### src/rtl/uvme_cvmcu_probe_pkg.sv
// Shared types and helpers for the CORE-V MCU probe sampler.
package uvme_cvmcu_probe_pkg;

  // Sampling mode selected by mode_i.
  typedef enum logic {
    PROBE_ON_CHANGE = 1'b0,
    PROBE_PERIODIC  = 1'b1
  } uvme_cvmcu_probe_mode_e;

  // Default event field widths (NUM_CH=4, DATA_W=8, TS_W=32).
  localparam int unsigned PROBE_DEF_CH_W   = 2;
  localparam int unsigned PROBE_DEF_DATA_W = 8;
  localparam int unsigned PROBE_DEF_TS_W   = 32;

  // Event record at default widths; the sampler re-declares it with its own parameters.
  typedef struct packed {
    logic [PROBE_DEF_CH_W-1:0]   ch;
    logic [PROBE_DEF_DATA_W-1:0] data;
    logic [PROBE_DEF_TS_W-1:0]   ts;
  } uvme_cvmcu_probe_evt_t;

  // 16-bit add that sticks at all-ones instead of wrapping.
  function automatic logic [15:0] probe_sat_add16(input logic [15:0] a, input logic [15:0] b);
    logic [16:0] sum;
    sum = {1'b0, a} + {1'b0, b};
    return sum[16] ? 16'hFFFF : sum[15:0];
  endfunction

endpackage

### src/rtl/uvme_cvmcu_probe_fifo.sv
// Synchronous first-word-fall-through event FIFO with flush.
module uvme_cvmcu_probe_fifo
  import uvme_cvmcu_probe_pkg::*;
#(
  parameter int unsigned WIDTH = 8,
  parameter int unsigned DEPTH = 16,
  localparam int unsigned PTR_W = $clog2(DEPTH),
  localparam int unsigned LVL_W = PTR_W + 1
) (
  input  logic             clk,
  input  logic             reset,
  input  logic             flush_i,
  input  logic             push_i,
  input  logic [WIDTH-1:0] wdata_i,
  input  logic             pop_i,
  output logic [WIDTH-1:0] rdata_o,
  output logic             full_o,
  output logic             empty_o,
  output logic [LVL_W-1:0] level_o
);

  logic [WIDTH-1:0] mem_q [DEPTH];
  logic [PTR_W-1:0] wr_ptr_q, rd_ptr_q;
  logic [LVL_W-1:0] cnt_q, cnt_d;
  logic             do_push_s, do_pop_s;

  assign full_o  = (cnt_q == LVL_W'(DEPTH));
  assign empty_o = (cnt_q == '0);
  assign level_o = cnt_q;
  // Head is forced to zero when empty so no stale entry is ever visible.
  assign rdata_o = empty_o ? '0 : mem_q[rd_ptr_q];

  // Qualify push/pop (pop on empty ignored, push on full only with a pop) and next occupancy.
  always_comb begin
    do_pop_s  = pop_i & ~empty_o;
    do_push_s = push_i & (~full_o | do_pop_s);
    if (do_push_s && !do_pop_s) begin
      cnt_d = cnt_q + LVL_W'(1);
    end else if (!do_push_s && do_pop_s) begin
      cnt_d = cnt_q - LVL_W'(1);
    end else begin
      cnt_d = cnt_q;
    end
  end

  // Pointer and occupancy state; flush behaves like reset for the queue.
  always_ff @(posedge clk) begin
    if (reset || flush_i) begin
      wr_ptr_q <= '0;
      rd_ptr_q <= '0;
      cnt_q    <= '0;
    end else begin
      if (do_push_s) wr_ptr_q <= wr_ptr_q + PTR_W'(1);
      if (do_pop_s)  rd_ptr_q <= rd_ptr_q + PTR_W'(1);
      cnt_q <= cnt_d;
    end
  end

  // Storage write; contents need no reset because the pointers define validity.
  always_ff @(posedge clk) begin
    if (do_push_s && !flush_i && !reset) begin
      mem_q[wr_ptr_q] <= wdata_i;
    end
  end

endmodule

### src/rtl/uvme_cvmcu_probe_sampler.sv
// Multi-channel probe sampler: change/periodic detection, per-channel pending
// slots with loss accounting, round-robin arbitration into an event FIFO.
module uvme_cvmcu_probe_sampler
  import uvme_cvmcu_probe_pkg::*;
#(
  parameter int unsigned NUM_CH = 4,
  parameter int unsigned DATA_W = 8,
  parameter int unsigned DEPTH  = 16,
  parameter int unsigned TS_W   = 32,
  localparam int unsigned CH_W  = (NUM_CH > 1) ? $clog2(NUM_CH) : 1,
  localparam int unsigned LVL_W = $clog2(DEPTH) + 1
) (
  input  logic                     clk,
  input  logic                     reset,
  input  logic [NUM_CH*DATA_W-1:0] probe_i,
  input  logic                     enable_i,
  input  logic                     mode_i,
  input  logic [15:0]              period_i,
  input  logic [NUM_CH-1:0]        ch_mask_i,
  input  logic                     clear_i,
  output logic                     evt_valid_o,
  input  logic                     evt_ready_i,
  output logic [CH_W-1:0]          evt_ch_o,
  output logic [DATA_W-1:0]        evt_data_o,
  output logic [TS_W-1:0]          evt_ts_o,
  output logic [LVL_W-1:0]         level_o,
  output logic                     overflow_o,
  output logic [15:0]              drop_cnt_o
);

  typedef struct packed {
    logic [CH_W-1:0]   ch;
    logic [DATA_W-1:0] data;
    logic [TS_W-1:0]   ts;
  } evt_t;

  logic [NUM_CH-1:0][DATA_W-1:0] probe_s, prev_q, pdata_q, pdata_d;
  logic [NUM_CH-1:0][TS_W-1:0]   pts_q, pts_d;
  logic [NUM_CH-1:0]             pend_q, pend_d, ev_s;
  logic [TS_W-1:0]               ts_q;
  logic [15:0]                   per_cnt_q, per_cnt_d, drop_q, drop_d, n_drop_s;
  logic [CH_W-1:0]               rr_q, rr_d, win_s;
  logic                          primed_q, ovf_q, ovf_d;
  logic                          per_act_s, per_wrap_s, win_found_s, push_s, pop_s, fifo_full_s, fifo_empty_s;
  uvme_cvmcu_probe_mode_e        mode_s;
  evt_t                          push_evt_s, head_s;

  assign probe_s = probe_i;
  assign mode_s  = uvme_cvmcu_probe_mode_e'(mode_i);
  assign pop_s   = evt_valid_o & evt_ready_i;

  // Period counter runs 0..period_i only while enabled in periodic mode, else parks at 0.
  always_comb begin
    per_act_s  = enable_i && (mode_s == PROBE_PERIODIC);
    per_wrap_s = per_act_s && (per_cnt_q >= period_i);
    if (!per_act_s || per_wrap_s) begin
      per_cnt_d = 16'd0;
    end else begin
      per_cnt_d = per_cnt_q + 16'd1;
    end
  end

  // Per-channel event request: change vs. previous sample, or periodic wrap.
  always_comb begin
    for (int unsigned c = 0; c < NUM_CH; c++) begin
      if (mode_s == PROBE_PERIODIC) begin
        ev_s[c] = enable_i & primed_q & ch_mask_i[c] & per_wrap_s;
      end else begin
        ev_s[c] = enable_i & primed_q & ch_mask_i[c] & (probe_s[c] != prev_q[c]);
      end
    end
  end

  // Round-robin pick of the first pending channel at or after the pointer.
  always_comb begin
    win_found_s = 1'b0;
    win_s       = '0;
    for (int unsigned k = 0; k < NUM_CH; k++) begin
      int unsigned idx;
      idx = (32'(rr_q) + k) % NUM_CH;
      if (!win_found_s && pend_q[idx]) begin
        win_found_s = 1'b1;
        win_s       = CH_W'(idx);
      end else begin
        win_found_s = win_found_s;
      end
    end
    push_s            = win_found_s & (~fifo_full_s | pop_s) & ~clear_i;
    push_evt_s.ch     = win_s;
    push_evt_s.data   = pdata_q[win_s];
    push_evt_s.ts     = pts_q[win_s];
    if (push_s) begin
      rr_d = CH_W'((32'(win_s) + 32'd1) % NUM_CH);
    end else begin
      rr_d = rr_q;
    end
  end

  // Pending slot update; a new event on an already-pending channel is counted as lost.
  always_comb begin
    pend_d   = pend_q;
    pdata_d  = pdata_q;
    pts_d    = pts_q;
    n_drop_s = 16'd0;
    if (push_s) begin
      pend_d[win_s] = 1'b0;
    end else begin
      pend_d = pend_q;
    end
    for (int unsigned c = 0; c < NUM_CH; c++) begin
      if (ev_s[c] && pend_q[c]) begin
        n_drop_s = n_drop_s + 16'd1;
      end else if (ev_s[c]) begin
        pend_d[c]  = 1'b1;
        pdata_d[c] = probe_s[c];
        pts_d[c]   = ts_q;
      end else begin
        pend_d[c] = pend_d[c];
      end
    end
    drop_d = probe_sat_add16(drop_q, n_drop_s);
    ovf_d  = ovf_q | (n_drop_s != 16'd0);
  end

  // Free-running timestamp and period counter; clear_i does not touch them.
  always_ff @(posedge clk) begin
    if (reset) begin
      ts_q      <= '0;
      per_cnt_q <= 16'd0;
    end else begin
      ts_q      <= ts_q + TS_W'(1);
      per_cnt_q <= per_cnt_d;
    end
  end

  // Previous-sample tracking follows every enabled cycle, masked or not.
  always_ff @(posedge clk) begin
    if (reset) begin
      prev_q <= '0;
    end else if (enable_i) begin
      prev_q <= probe_s;
    end else begin
      prev_q <= prev_q;
    end
  end

  // Pending slots, arbiter pointer, priming and loss accounting; clear_i wins.
  always_ff @(posedge clk) begin
    if (reset) begin
      pend_q   <= '0;
      pdata_q  <= '0;
      pts_q    <= '0;
      rr_q     <= '0;
      primed_q <= 1'b0;
      drop_q   <= 16'd0;
      ovf_q    <= 1'b0;
    end else if (clear_i) begin
      pend_q   <= '0;
      primed_q <= 1'b0;
      drop_q   <= 16'd0;
      ovf_q    <= 1'b0;
    end else begin
      pend_q   <= pend_d;
      pdata_q  <= pdata_d;
      pts_q    <= pts_d;
      rr_q     <= rr_d;
      drop_q   <= drop_d;
      ovf_q    <= ovf_d;
      primed_q <= primed_q | enable_i;
    end
  end

  uvme_cvmcu_probe_fifo #(
    .WIDTH($bits(evt_t)),
    .DEPTH(DEPTH)
  ) u_fifo (
    .clk     (clk),
    .reset   (reset),
    .flush_i (clear_i),
    .push_i  (push_s),
    .wdata_i (push_evt_s),
    .pop_i   (pop_s),
    .rdata_o (head_s),
    .full_o  (fifo_full_s),
    .empty_o (fifo_empty_s),
    .level_o (level_o)
  );

  assign evt_valid_o = ~fifo_empty_s;
  assign evt_ch_o    = head_s.ch;
  assign evt_data_o  = head_s.data;
  assign evt_ts_o    = head_s.ts;
  assign overflow_o  = ovf_q;
  assign drop_cnt_o  = drop_q;

endmodule

### config.mk
export PLATFORM = sky130hd
export DESIGN_NAME = uvme_cvmcu_probe_sampler
export DESIGN_NICKNAME = d
export VERILOG_FILES = /design/src/rtl/uvme_cvmcu_probe_pkg.sv /design/src/rtl/uvme_cvmcu_probe_fifo.sv /design/src/rtl/uvme_cvmcu_probe_sampler.sv
export SDC_FILE = /design/constraint.sdc
export NUM_CORES = 1
export LEC_CHECK = 0
export ABC_AREA = 0
export CAP_MARGIN = 10
export CORE_ASPECT_RATIO = 0.7
export CORE_UTILIZATION = 45
export CTS_CLUSTER_SIZE = 40
export DETAILED_ROUTE_END_ITERATION = 10
export PLACE_DENSITY_LB_ADDON = 0.05
export REMOVE_ABC_BUFFERS = 1
export SYNTH_ARGS = -nofsm -noshare
export SYNTH_HDL_FRONTEND = slang
export SYNTH_SLANG_ARGS = --single-unit
### constraint.sdc
create_clock -name clk -period 6.2 [get_ports clk]
set_input_delay 0.93 -clock clk [delete_from_list [all_inputs] [get_ports clk]]
set_output_delay 0.93 -clock clk [all_outputs]
set_load 0.02 [all_outputs]
# Word-level counts from Yosys, hierarchy flattened
# Memory sizes are Yosys's and may differ from the RTL's. A register that Yosys moved wholly into a read port is not among the register bits.
# Cells that the tools add are included.
totals:
  register_bits: 277
  ramBits: 672
  input_bits: 58
  out_inout_bits: 65
  wordCells: 161
  memories: 1
classes:
  add_sub_neg: 14
  n_lt_le_gt_ge: 7
  eq_ne: 5
  n_mux: 47
  bitwise: 31
  n_reduce_logical: 34
mem_list:
  columns: ["name", "depth", "width", "read_ports", "rd_ports_with_merged_regs", "write_ports", "line_no", "source"]
  rows:
  - ["u_fifo.mem_q", 16, 42, 1, 1, 1, "uvme_cvmcu_probe_fifo.sv:22", "logic [WIDTH-1:0] mem_q [DEPTH];"]
op_table:
  columns: ["op", "n"]
  rows:
  - ["16-bit by 1-bit adder with 16-bit output (second input constant)", 4]
  - ["32-bit binary-select mux with 2-bit select", 1]
  - ["16-bit 2-to-1 mux", 4]
  - ["42-bit 2-to-1 mux", 1]
  - ["32-bit by 1-bit adder with 32-bit output (second input constant)", 1]
  - ["32-bit 2-to-1 mux", 1]
  - ["8-bit inequality test", 4]
  - ["1-bit 2-to-1 mux", 24]
  - ["1-bit bitwise AND", 18]
  - ["16-bit by 16-bit adder with 17-bit output", 1]
  - ["8-bit binary-select mux with 2-bit select", 1]
  - ["16-bit greater-or-equal comparator", 1]
  - ["16-bit nonzero test", 1]
  - ["2-bit by 3-bit < comparator with 1-bit output (second input constant)", 5]
  - ["1-bit logical AND", 14]
  - ["4-bit 2-to-1 mux", 3]
  - ["3-bit AND reduction", 4]
  - ["5-bit 2-to-1 mux", 2]
  - ["4-bit by 1-bit adder with 4-bit output (second input constant)", 2]
  - ["1-bit binary-select mux with 2-bit select", 4]
  - ["1-bit zero test", 8]
  - ["2-bit 2-to-1 mux", 4]
  - ["8-bit 2-to-1 mux", 1]
  - ["1-bit NOT", 7]
  - ["other kinds (15)", 22]

# Logic depth before layout (Yosys ltp)
# Gate-level depths: netlist of the first run.
logic_depth:
  word_depth: 21
  depth_mapped: 24
  ltp_nobuf: 23

# Cells and area by module
# From an unflattened synthesis of the first run, not the netlist that was laid out.
hier_totals:
  cells_unflattened: 2623
  area_unflattened_um2: 38431.9
modules_own_cells:
  columns: ["mod", "n_inst", "cells_per_inst", "area_each_um2", "seq_area_each_um2"]
  rows:
  - ["uvme_cvmcu_probe_fifo", 1, 1139, 26399.1, 20519.7]
  - ["uvme_cvmcu_probe_sampler", 1, 1484, 12032.8, 5285.1]

# Worst setup path after synthesis of the first run
# No wires, ideal clock.
synth_timing:
  path_kind: "in2reg"
  start: "input port period_i[13]"
  end: "register drop_q[13], in the netlist drop_cnt_o[13]"
  setup_time_ns: 0.078
  t_arrival_ns: 5.544
  required_ns: 6.122
  setup_slack_ns: 0.579
  stages: 22
  n_path_buf: 2
  path_cell_list: "inv_1 > ha_1 > nand4_1 > or3_1 > o311a_1 > a31oi_4 > buf_6 > and3_1 > nand2_1 > ha_1 > buf_1 > nor4b_1 > mux2i_1 > and3_4 > fa_1 > nor2b_1 > o21ai_0 > a21oi_1 > nor2b_1 > nand3_1 > and4_1 > nor3_1"
synth_between:
  elab_chain_cells: 14
  word_cells_on_any_way: 23
  cone_classes: "add/sub: 4; order compare: 1; mux: 9; bitwise: 4; reduce/logical: 5"
synth_rtl:
  columns: ["item", "line_no", "source"]
  rows:
  - ["start: declaration", "uvme_cvmcu_probe_sampler.sv:18", "input logic [15:0] period_i,"]
  - ["16-bit greater-or-equal comparator *", "uvme_cvmcu_probe_sampler.sv:55", "per_wrap_s = per_act_s && (per_cnt_q >= period_i);"]
  - ["1-bit logical AND *", "uvme_cvmcu_probe_sampler.sv:55", null]
  - ["1-bit bitwise AND", "uvme_cvmcu_probe_sampler.sv:67", "ev_s[c] = enable_i & primed_q & ch_mask_i[c] & per_wrap_s;"]
  - ["1-bit 2-to-1 mux", "uvme_cvmcu_probe_sampler.sv:66", "if (mode_s == PROBE_PERIODIC) begin"]
  - ["1-bit logical AND", "uvme_cvmcu_probe_sampler.sv:111", "if (ev_s[c] && pend_q[c]) begin"]
  - ["1-bit 2-to-1 mux", "uvme_cvmcu_probe_sampler.sv:111", null]
  - ["16-bit by 1-bit adder with 16-bit output", "uvme_cvmcu_probe_sampler.sv:112", "n_drop_s = n_drop_s + 16'd1;"]
  - ["16-bit 2-to-1 mux", "uvme_cvmcu_probe_sampler.sv:111", null]
  - ["16-bit by 1-bit adder with 16-bit output", "uvme_cvmcu_probe_sampler.sv:112", null]
  - ["16-bit 2-to-1 mux", "uvme_cvmcu_probe_sampler.sv:111", null]
  - ["16-bit by 1-bit adder with 16-bit output", "uvme_cvmcu_probe_sampler.sv:112", null]
  - ["16-bit 2-to-1 mux *", "uvme_cvmcu_probe_sampler.sv:111", null]
  - ["16-bit by 16-bit adder with 17-bit output *", "uvme_cvmcu_probe_pkg.sv:25", "sum = {1'b0, a} + {1'b0, b};"]
  - ["16-bit 2-to-1 mux *", "uvme_cvmcu_probe_pkg.sv:26", "return sum[16] ? 16'hFFFF : sum[15:0];"]
  - ["end signal: assignment", "uvme_cvmcu_probe_sampler.sv:167", "drop_q <= drop_d;"]
  - ["end: declaration", "uvme_cvmcu_probe_sampler.sv:41", "logic [15:0] per_cnt_q, per_cnt_d, drop_q, drop_d, n_drop_s;"]
# Mark *: on every way between the ends. The rest lies on a longest branch, timed or not.
# A chain may end at the register's enable or synchronous reset.

# Worst setup path after layout of the first run
layout_timing:
  start: "input port period_i[15]"
  end: "register drop_q[13], in the netlist drop_cnt_o[13]"
# Same word-level chain as after synthesis.

==> results of run 1 <==
## registers in the layout, indices dropped and copies added, names as in the netlist, named ones only
signal           count
per_cnt_q           16
pdata_q             32
u_fifo.rd_ptr_q      4
rr_q                 2
pts_q              128
u_fifo.level_o       5
pend_q               4
u_fifo.mem_q       672
ts_q                32
prev_q              32
overflow_o           1
primed_q             1
u_fifo.wr_ptr_q      4
drop_cnt_o          16
## power groups by stage
stage	clock network, mW	registers [mW]	logic [mW]
2_1_floorplan	0	6.93	0.194
3_3_place_gp	0	6.92	0.388
3_5_place_dp	0	6.92	0.394
4_1_cts	5.83	6.78	0.395
5_1_grt	6.07	6.78	0.421
6_report	5.69	6.78	0.388
## worst paths after layout
check                startpoint  cells after the start             end
setup / recovery   period_i[15]                     21  drop_cnt_o[13]
hold / removal         primed_q                      2        primed_q
setup reg to reg  per_cnt_q[12]                     19  drop_cnt_o[13]
hold reg to reg        primed_q                      2        primed_q
## layout make-up
cell class	count	area [um^2]	share of cell area (%)
Clock buffer	133	2660	5.97
Clock inverter	39	405	0.911
Inverter	41	154	0.346
Multi-Input combinational cell	1343	12100	27.2
Sequential cell	953	25800	58.0
Tap cell	1137	1420	3.20
Timing Repair Buffer	201	1960	4.41
## cell usage in the layout (no fill, tap or decap), drive strengths merged, types with 58 or more instances in the layout
master	instances
edfxtp	672
nor2	283
dfxtp	281
mux4	210
mux2i	195
nand2	187
clkbuf	134
clkdlybuf4s50	120
buf	80
xnor2	58
## logic make-up after synthesis
family                     after synthesis  synth area share [%]
AOI/OAI and AO/OA                      126                  2.03
DFF                                    953                  66.9
and+or+nand+nor                        681                  8.12
xor gates and xnor gates                89                  2.02
adders and majority gates               41                  1.37
buffers and inverters                  189                  2.22
other                                    1               0.00972
muxes                                  405                  17.3
## worst min-delay path, stage by stage (launching register included)
cell and delay, ns:
dfxtp_1 0.33, nor2_1 0.04, nor2_1 0.07
## per-layer routing
layer | vias to the layer above | share of wire, %
li1 | 9634 | -
met1 | 11400 | 49
met4 | 0 | 1.8
met5 | - | 0
met2 | 448 | 46
met3 | 120 | 3.6
## metrics by stage
| stage | instance area, um^2 | total power [mW] | hold slack, ns | TNS (ns) |
|---|---|---|---|---|
| floorplan | 37900 | 7.13 | 0.434 | -124.99 |
| CTS | 44400 | 13.0 | 0.469 | 0 |
| finish | 44500 | 12.9 | 0.466 | 0 |
| global route | 44500 | 13.3 | 0.514 | 0 |
| global placement | 41400 | 7.31 | 0.444 | 0 |
| detailed placement | 41400 | 7.31 | 0.452 | -0.0989 |
==> flow_metrics.tcl, run 1 <==
set metrics [dict create \
    status "finished clean" \
    critPathMaxStageDelay_ns 0.46 \
    worst_skew_pair.late_latency_ns 0.65 \
    die_h_um 247 \
    synthTopCellsByArea "edfxtp_1, dfxtp_1, mux4_2" \
    switching_share_pct 20.4 \
    firstDrtPassIters 5 \
    numCtsBuffers 94 \
    hold_path_class "register to register" \
    required_ns 6.77 \
    finClkSkew_ns 0.0169 \
    hold_viol 0 \
    fmax_mhz 179 \
    power_frac_comb_pct 3.0 \
    tritoncts "built" \
    yosys_most_used_dff "edfxtp_1" \
    dp_cells 3669 \
    drv_slew 0 \
    root_buffer "clkbuf_16" \
    postSynth.asyncResetShare_pct 0 \
    ys_types 51 \
    drc 0 \
    grt_pass1_vias 21800 \
    h-tree-depth 3 \
    grt_util_met1_pct 33.1 \
    rsz0062_at_grt "false" \
    diodes 0 \
    p_sw_mw 2.62 \
    critPathKind "input pin to register" \
    instances_no_fill 3847 \
    initial_core_util_pct 45.6 \
    synth_most_common_cell "edfxtp_1" \
    core-area_um2 84500 \
    syn-instance-count 2485 \
    dieArea_um2 86900 \
    use_met3_pct 2.81 \
    cts_setup_buffers 0 \
    cp_cell_sequence "clkdlybuf4s50_1 > inv_1 > ha_1 > nand4_1 > or3_1 > o311a_1 > a31oi_4 > and3_1 > nand2_1 > ha_1 > nor4b_1 > a21oi_1 > and3_4 > fa_1 > nor2b_1 > o21ai_0 > a21oi_1 > nor2b_1 > nand3_1 > and4_1 > nor3_1" \
    drt-total-wl_um 95300 \
    cts.clk_slew.worst_paths_ns 0.06 \
    yosysSeqAreaShare_pct 66.9 \
    syn-cell-area_um2 38600 \
    hold_buffers 0 \
    layout.nets 2733 \
    io-pin-count 123 \
    crit_fanout 9 \
    cap_violations 0 \
    setup_viol_count_final 0 \
    num_rows 89 \
    ys_seq_elements 953 \
    vias_per_cell 5.62 \
    grt_first_pass_wirelength_um 142000 \
    setup_slack_ns 0.606 \
    grt_start_max_net_pins 101 \
    total_leakage_power_nw 15.9 \
    ir_drop_uv 191 \
    pre_cts_slack_ns -0.0304 \
    critPathSlowestCell "clkdlybuf4s50_1" \
    synth_top_area_share_pct 52.3 \
    grt_remaining_overflow 0 \
    layout-drive-gt1-share_pct 17.2 \
    clock-sinks 953 \
    cts_resized 0 \
    pwr-share-seq_pct 52.7 \
    power.share.clock_pct 44.3 \
    grt-busiest-layer "met2" \
    slew_headroom_pct 16.6 \
    syn_avg_cell_area_um2 15.5 \
    worstPathArrival_ns 6.16 \
    tightestPinTransition_ns 1.24 \
    die_w_um 352 \
    ant_nets 0 \
    yosysWarnings 0 \
    yosys.area.top_type "edfxtp_1" \
    area_growth_pct 15.4 \
    internal_power_mw 10.2 \
    pwr_density_cell_nw_per_um2 289 \
    vias 21600 \
    gp_congestion 0.770 \
    cp_top_family "simple AND/OR/NAND/NOR gates" \
    nFillCells 6911 \
    final_util_pct 52.7 \
    grt_use_met2_pct 34.5 \
    cts_buffer_depth 3 \
    drtIter0Drc 1749 \
    synth_edf_count 672 \
    antenna_found_initial 2 \
    crit_buf_inv 2 \
    dp_hpwl_um 52500 \
    port-buffer-count 122 \
    grt_use_total_pct 22.1 \
    synth_commonest_cells "edfxtp_1, nor2_1, dfxtp_1" \
    reg2reg_slack_ns 1.04 \
    wl_per_cell_um 24.8 \
    worst_setup_path_start_kind "input pin" \
    endpoint_kind "register" \
    min_period_ns 5.59 \
    period_share_pct 90.2 \
]
Note: power is estimated with default switching activity, not from simulation.
==> run 2, diff against run 1 <==
--- a/config.mk
+++ b/config.mk
@@ -11,7 +11,6 @@
 export CORE_UTILIZATION = 45
 export CTS_CLUSTER_SIZE = 40
 export DETAILED_ROUTE_END_ITERATION = 10
-export PLACE_DENSITY_LB_ADDON = 0.05
 export REMOVE_ABC_BUFFERS = 1
 export SYNTH_ARGS = -nofsm -noshare
 export SYNTH_HDL_FRONTEND = slang
==> flow_metrics.tcl, run 2 (synthesis results as in run 1) <==
set metrics [dict create \
    status "finished clean" \
    cp-startpoint "period_i[11]" \
    r2r_start "per_cnt_q[11]" \
    drt-total-wl_um 93100 \
    layout-drive-gt1-share_pct 17.6 \
    min_period_ns 5.71 \
    drtIter0Drc 1992 \
    hold_buffers 0 \
    wl_per_cell_um 24.1 \
    critPathKind "input pin to register" \
    cp_top_family "simple AND/OR/NAND/NOR gates" \
    crit_fanout 5 \
    instances_no_fill 3861 \
    slew_headroom_pct 19.5 \
    cts_buffer_depth 3 \
    grt_use_total_pct 21.6 \
    finClkSkew_ns 0.0270 \
    rsz0062_at_grt "false" \
    fmax_mhz 175 \
    layout.nets 2744 \
    grt_pass1_vias 22100 \
    final_common_cell "edfxtp_1" \
    pre_cts_slack_ns -0.129 \
    worst_skew_pair.late_latency_ns 0.66 \
    cts_setup_buffers 0 \
    critPathSlowestCell "clkdlybuf4s50_1" \
    cp_cell_sequence "clkdlybuf4s50_1 > inv_1 > ha_1 > nand4_1 > or3_1 > o311a_1 > a31oi_4 > and3_1 > nand2_1 > ha_1 > nor4b_1 > mux2i_1 > and3_4 > fa_1 > nor2b_1 > o21ai_0 > a21oi_1 > nor2b_1 > nand3_1 > and4_1 > nor3_1" \
    cts.clk_slew.worst_paths_ns 0.07 \
    drv_slew 0 \
    largest_reg_flops 672 \
    ir_drop_uv 248 \
    grt_first_pass_wirelength_um 141000 \
    largestRegisters "u_fifo.mem_q: 672 flops, pts_q: 128 flops" \
    area_growth_pct 15.3 \
    h-tree-depth 3 \
    tightestPinTransition_ns 1.20 \
    hold_path_class "register to register" \
    multi_input_area_um2 12100 \
    clock-sinks 953 \
    numCtsBuffers 92 \
    cts_resized 0 \
    regArea_um2 25800 \
    total_leakage_power_nw 15.9 \
    cap_violations 0 \
    ant_nets 0 \
    nFillCells 6814 \
    power.share.clock_pct 43.8 \
    drc 0 \
    tritoncts "built" \
    gp_congestion 0.821 \
    antenna_found_initial 2 \
    worst_setup_path_start_kind "input pin" \
    setup_viol_count_final 0 \
    period_share_pct 92.0 \
    critPathMaxStageDelay_ns 0.45 \
    final_cell_mix "edfxtp_1, dfxtp_1, nor2_1, mux4_2, mux2i_1" \
    endpoint_kind "register" \
    dp_hpwl_um 54800 \
    num_rows 89 \
    port-buffer-count 122 \
    io-pin-count 123 \
    pwr-share-seq_pct 53.1 \
    firstDrtPassIters 6 \
    switching_share_pct 20.6 \
    internal_power_mw 10.1 \
    p_sw_mw 2.63 \
    grt_start_max_net_pins 96 \
    min_from "primed_q" \
    dieArea_um2 86900 \
    vias 21800 \
    initial_core_util_pct 45.6 \
    core-area_um2 84500 \
    crit_buf_inv 2 \
    vias_per_cell 5.65 \
    fin_hold_ws_ns 0.490 \
    root_buffer "clkbuf_16" \
    grt_remaining_overflow 0 \
    power_frac_comb_pct 3.1 \
    die_h_um 247 \
    required_ns 6.77 \
    setup_slack_ns 0.493 \
    dp_cells 3679 \
    hold_viol 0 \
    regMostFlops "u_fifo.mem_q" \
    worstPathArrival_ns 6.28 \
    die_w_um 352 \
    final_util_pct 52.6 \
    pwr_density_cell_nw_per_um2 287 \
]
## run 2: layer usage
metal,share of wire (%),wire (um),GRT usage [%]
met2,47,43500,34.3
met5,0,0,0
met1,46,43300,31.6
met3,5.0,4680,2.92
met4,1.8,1680,5.29
## run 2: tightest hold or removal path, stage by stage, from the launching register on
cell     delay (ns)
dfxtp_1        0.32
nor2_1         0.09
nor2_1         0.04
## run 2: cell type report
class	instances	area share [%]
tap	1137	3.20
sequential	953	58.1
timing repair buffer	214	4.46
clock inverter	45	0.971
antenna	2	0.0113
inverter	41	0.346
multi-input combinational	1343	27.1
clock buffer	126	5.80
## run 2: worst paths after layout
check	end	slack [ns]	cells after the start
min	primed_q	0.49	2
min reg2reg	primed_q	0.49	2
max	drop_cnt_o[13]	0.49	21
max reg2reg	drop_cnt_o[13]	0.87	19
## run 2: per-stage QoR
stage | total power [mW] | setup TNS (ns) | cell area, um^2
floorplan | 7.13 | -124.99 | 37900
global placement | 7.31 | 0 | 41400
detailed placement | 7.31 | -1.13 | 41400
CTS | 12.9 | 0 | 44400
global route | 13.2 | 0 | 44500
finish | 12.8 | 0 | 44500
## run 2: power groups by stage
stage	combinational, mW	clock (mW)	sequential (mW)
global placement	0.387	0	6.92
CTS	0.395	5.70	6.78
global route	0.421	5.96	6.78
floorplan	0.194	0	6.93
detailed placement	0.393	0	6.92
finish	0.390	5.60	6.78
